### src/rtl/load_store_unit.sv
// Load/store unit: byte/half/word accesses onto a 32-bit word memory.
// Sub-word stores are done as read-modify-write of the containing word.
module load_store_unit (
  input  logic        clk,
  input  logic        reset,
  input  logic        req_valid,
  output logic        req_ready,
  input  logic        req_we,
  input  logic [1:0]  req_size,
  input  logic        req_unsigned,
  input  logic [31:0] req_addr,
  input  logic [31:0] req_wdata,
  output logic        resp_valid,
  output logic [31:0] resp_rdata,
  output logic        resp_err,
  output logic        mem_we,
  output logic [31:0] mem_a,
  output logic [31:0] mem_wd,
  input  logic [31:0] mem_rd
);

  typedef enum logic [2:0] {
    IDLE, LOAD, RMW_READ, WRITE, RESP
  } state_e;

  localparam logic [1:0] SZ_B = 2'b00;
  localparam logic [1:0] SZ_H = 2'b01;
  localparam logic [1:0] SZ_W = 2'b10;

  state_e      state_q, state_d;
  logic        we_q, uns_q, err_q;
  logic [1:0]  size_q;
  logic [31:0] addr_q;
  logic [31:0] data_q, data_d;
  logic        accept, req_err;
  logic [7:0]  ld_b;
  logic [15:0] ld_h;
  logic [31:0] ld_word, st_word;

  assign accept  = req_valid && req_ready;
  assign req_err = (req_size == 2'b11)
                || (req_size == SZ_H && req_addr[0])
                || (req_size == SZ_W && req_addr[1:0] != 2'b00);

  always_ff @(posedge clk) begin
    if (reset) state_q <= IDLE;
    else       state_q <= state_d;
  end

  always_comb begin
    state_d = state_q;
    unique case (state_q)
      IDLE: begin
        if (accept) begin
          if (req_err)              state_d = RESP;
          else if (!req_we)         state_d = LOAD;
          else if (req_size == SZ_W) state_d = WRITE;
          else                      state_d = RMW_READ;
        end
      end
      LOAD:     state_d = RESP;
      RMW_READ: state_d = WRITE;
      WRITE:    state_d = RESP;
      RESP:     state_d = IDLE;
      default:  state_d = IDLE;
    endcase
  end

  // Lane extraction for loads and lane merge for sub-word stores
  always_comb begin
    ld_b = mem_rd[{addr_q[1:0], 3'b000} +: 8];
    ld_h = addr_q[1] ? mem_rd[31:16] : mem_rd[15:0];
    unique case (size_q)
      SZ_B:    ld_word = {{24{!uns_q & ld_b[7]}}, ld_b};
      SZ_H:    ld_word = {{16{!uns_q & ld_h[15]}}, ld_h};
      default: ld_word = mem_rd;
    endcase
    st_word = mem_rd;
    if (size_q == SZ_B)
      st_word[{addr_q[1:0], 3'b000} +: 8] = data_q[7:0];
    else if (addr_q[1])
      st_word[31:16] = data_q[15:0];
    else
      st_word[15:0] = data_q[15:0];
  end

  // data_q: store data, then merged word or load result
  always_comb begin
    data_d = data_q;
    unique case (state_q)
      IDLE:     if (accept) data_d = req_wdata;
      LOAD:     data_d = ld_word;
      RMW_READ: data_d = st_word;
      default:  data_d = data_q;
    endcase
  end

  always_ff @(posedge clk) begin
    if (reset) begin
      we_q   <= 1'b0;
      uns_q  <= 1'b0;
      err_q  <= 1'b0;
      size_q <= 2'b00;
      addr_q <= '0;
      data_q <= '0;
    end else begin
      data_q <= data_d;
      if (accept) begin
        we_q   <= req_we;
        uns_q  <= req_unsigned;
        err_q  <= req_err;
        size_q <= req_size;
        addr_q <= req_addr;
      end
    end
  end

  always_comb begin
    req_ready  = 1'b0;
    resp_valid = 1'b0;
    resp_rdata = '0;
    resp_err   = 1'b0;
    mem_we     = 1'b0;
    mem_a      = '0;
    mem_wd     = '0;
    unique case (state_q)
      IDLE: req_ready = !reset;
      LOAD, RMW_READ: mem_a = {addr_q[31:2], 2'b00};
      WRITE: begin
        mem_we = 1'b1;
        mem_a  = {addr_q[31:2], 2'b00};
        mem_wd = data_q;
      end
      RESP: begin
        resp_valid = 1'b1;
        resp_rdata = (we_q || err_q) ? '0 : data_q;
        resp_err   = err_q;
      end
      default: ;
    endcase
  end

endmodule
### config.mk
export PLATFORM = sky130hd
export DESIGN_NAME = load_store_unit
export DESIGN_NICKNAME = d
export VERILOG_FILES = /design/src/rtl/load_store_unit.sv
export SDC_FILE = /design/constraint.sdc
export NUM_CORES = 1
export LEC_CHECK = 0
export CAP_MARGIN = 20
export CELL_PAD_IN_SITES_DETAIL_PLACEMENT = 0
export CELL_PAD_IN_SITES_GLOBAL_PLACEMENT = 1
export CORE_MARGIN = 3
export CORE_UTILIZATION = 45
export CTS_CLUSTER_DIAMETER = 50
export DETAILED_ROUTE_END_ITERATION = 10
export DONT_BUFFER_PORTS = 1
export HOLD_SLACK_MARGIN = 0.03
export MAX_ROUTING_LAYER = met4
export PLACE_DENSITY = 0.86
export SLEW_MARGIN = 40
export SYNTH_ARGS = -nofsm -noshare
export SYNTH_HDL_FRONTEND = slang
export SYNTH_SLANG_ARGS = --single-unit
### constraint.sdc
create_clock -name clk -period 3 [get_ports clk]
set_input_delay 0.3 -clock clk [delete_from_list [all_inputs] [get_ports clk]]
set_output_delay 0.3 -clock clk [all_outputs]
set_load 0.02 [all_outputs]
==> summary.txt <==
via/cell ratio - 6.33
Final Hold Fails - 0
Netlist cell types - 54
first-pass GRT wire length - 24700 um
worst vdd rail ir drop - 269 uV
Max clock buf depth - 2
ANT cells - 0
Worst-Margin Slew - 716 ps
max-cap viol count - 0
Cells after Synth - 652
Die X-Extent - 111 um
CP Capture Type - output port
P per Cell Area - 479 mW/mm2
Vias - 4836
Final ANT Viol Nets - 0
cell area after synthesis - 0.00498 mm2
top_reg_cell synth - dfxtp_1
Max Slew Vio Count - 0
GRT Resource Usage Total - 0.254
largest fanout on the critical path - 32
crit path DAT - 2190 ps
Post-synth EDFFs - 0
fin cells - 764
routability congestion estimate from global placement - 0.927
Setup TNS Final - 0 ps
CTS tree - done
status - completed
Yosys warnings - 0
later-pin clock latency in the skew report - 350 ps
R2R Path End - data_q[28]
Layout area overhead - 3.97%
Site Rows - 37
Initial Util - 0.472
worst hold path type - in -> reg
vias in the first global route - 4444
area leader, netlist - dfxtp_1
Crit Path Category - reg -> out
multi-input logic area - 0.00322 mm2
final period utilization - 0.831
Filler Cell Count - 1047
CTS Sinks - 72
Max Fclk - 401 MHz
Worst Reg-to-Reg Cells - 6
CTS root buf - clkbuf_8
P_leak - 1.81 nW
Num CTS Buffers - 9
htree depth - 3
Worst Path Required - 2700 ps
die area - 0.0124 mm2
HPWL after DPL - 11600 um
largest net degree at the start of global routing - 59
RSZ-0062 raised after global routing - no
Max-slew headroom - 0.523
initial antenna violation count - 0
GR Overflow Total - 0
commonest cells after routing, fill and taps aside - 96 x and2_1, 71 x dfxtp_1, 66 x nand2_1
Post-Syn Area per Cell - 7.64 um2
Routed wire per std cell - 21.4 um
final setup vio count - 0
CTS clk-pin slew, worst paths - 80 ps
ys async rst share - 0
synth top area cells - dfxtp_1 29%, and2_1 12%, nand2b_1 5.8%
Port Buffers - 0
Ports - 203
drt first-iter violations - 344
dpl cells - 745
startpoint types - register
routed wire length - 16300 um
most common cell after layout, fill and taps aside - and2_1
Period minus WS final - 2490 ps
Seq/Total Area, Yosys - 0.290
internal reg-to-reg setup slack - 600 ps
Synth top area share - 0.290
Hold Crit Start - req_addr[16]
DRC viols - 0
Core Region - 0.0106 mm2
r2r startpoint - addr_q[0]
register area - 0.00144 mm2
layout cells sized above 1 - 0.0908
post-synthesis register bit count - 72
crit path from - state_q[0]
height of the die - 111 um
nets - 731
Worst Setup EP - resp_rdata[7]
Worst Skew - 16.2 ps
DRT Pass-1 Iters - 7
==> registers in the layout, indices dropped and copies added (netlist names) <==
| name | count |
|---|---|
| addr_q | 32 |
| data_q | 32 |
| state_q | 3 |
| size_q | 2 |
| err_q | 1 |
| uns_q | 1 |
| we_q | 1 |
==> metrics by stage <==
stage / hold slack (ps) / instance area [um2] / total power [mW] / utilization / worst slack, ps
3_3_place_gp: 378 / 4970 / 1.74 / 0.471 / 784
3_5_place_dp: 374 / 4970 / 1.76 / 0.471 / 696
6_report: 55.4 / 5180 / 2.48 / 0.490 / 506
2_1_floorplan: 408 / 4980 / 1.63 / - / 496
5_1_grt: 34.4 / 5180 / 2.62 / 0.490 / 320
4_1_cts: 32.2 / 5170 / 2.49 / 0.490 / 477
==> cell families after synthesis <==
| group | count (synthesis) | synth area share |
|---|---|---|
| other | 1 | 0.000753 |
| buffers and inverters | 66 | 0.0656 |
| XOR/XNOR | 1 | 0.00176 |
| AND/OR/NAND/NOR | 282 | 0.306 |
| multiplexers | 14 | 0.0324 |
| flip-flops | 72 | 0.290 |
| adder cells (fa/ha/maj) | 5 | 0.0126 |
| AO/OA/AOI/OAI | 211 | 0.291 |
==> final cells by class <==
cell class              count  share of cell area
multi-input cells         515               0.623
flip-flops and latches     72               0.279
well taps                 136              0.0329
clock buffers              10              0.0266
repair buffers             17              0.0251
clock inverters             6             0.00822
inverters                   8             0.00580
==> critical path, stage by stage, from the launching register on <==
cell	delay, ps
dfxtp_1	450
nor2_2	220
buf_4	260
and2_1	180
nor3b_2	150
buf_4	270
and2_1	300
==> Yosys cell counts (all sizes together) (2+ instances only) <==
master,n
a2111oi,8
a211o,8
a21oi,39
a221oi,23
a22oi,2
a311oi,16
a31oi,8
and2,96
buf,27
clkbuf,31
dfxtp,72
ha,5
inv,7
mux2,4
mux2i,9
nand2,66
nand2b,46
nand3,9
nor2,43
nor3,9
nor3b,4
nor4,4
o211ai,7
o21a,17
o21ai,56
o21bai,8
o22ai,10
o31ai,4
or3b,2
==> power breakdown <==
group | switching (mW) | internal, mW | total [mW] | leakage [nW]
Combinational | 0.357 | 0.220 | 0.577 | 1.13
Clock | 0.401 | 0.324 | 0.726 | 0.0887
Sequential | 0.123 | 1.05 | 1.18 | 0.595
Total | 0.881 | 1.60 | 2.48 | 1.81
==> repair_timing <==
| item | CTS | global route |
|---|---|---|
| hold endpoints to repair | 25 | 1 |
| hold buffers | 2 | 1 |
| setup buffers | 0 | 0 |
| resized for setup | 0 | 0 |
==> layer usage <==
metal	track usage	vias to the layer above	routed length, um
met4	0.0868	0	455
met5	-	-	0
met3	0.0600	43	1590
met1	0.328	2255	6890
met2	0.392	290	7380
li1	-	2248	-
==> worst min-delay path by stage <==
| stage | to | slack (ps) | cells past startpoint |
|---|---|---|---|
| after global routing | size_q[1] | 30 | 1 |
| after CTS | addr_q[0] | 30 | 1 |
| final | addr_q[16] | 60 | 2 |
| after global placement | data_q[7] | 380 | 1 |
| after floorplan | addr_q[0] | 410 | 2 |
| after detailed placement | data_q[7] | 370 | 1 |
No activity file was read; power rests on OpenSTA's default activity.
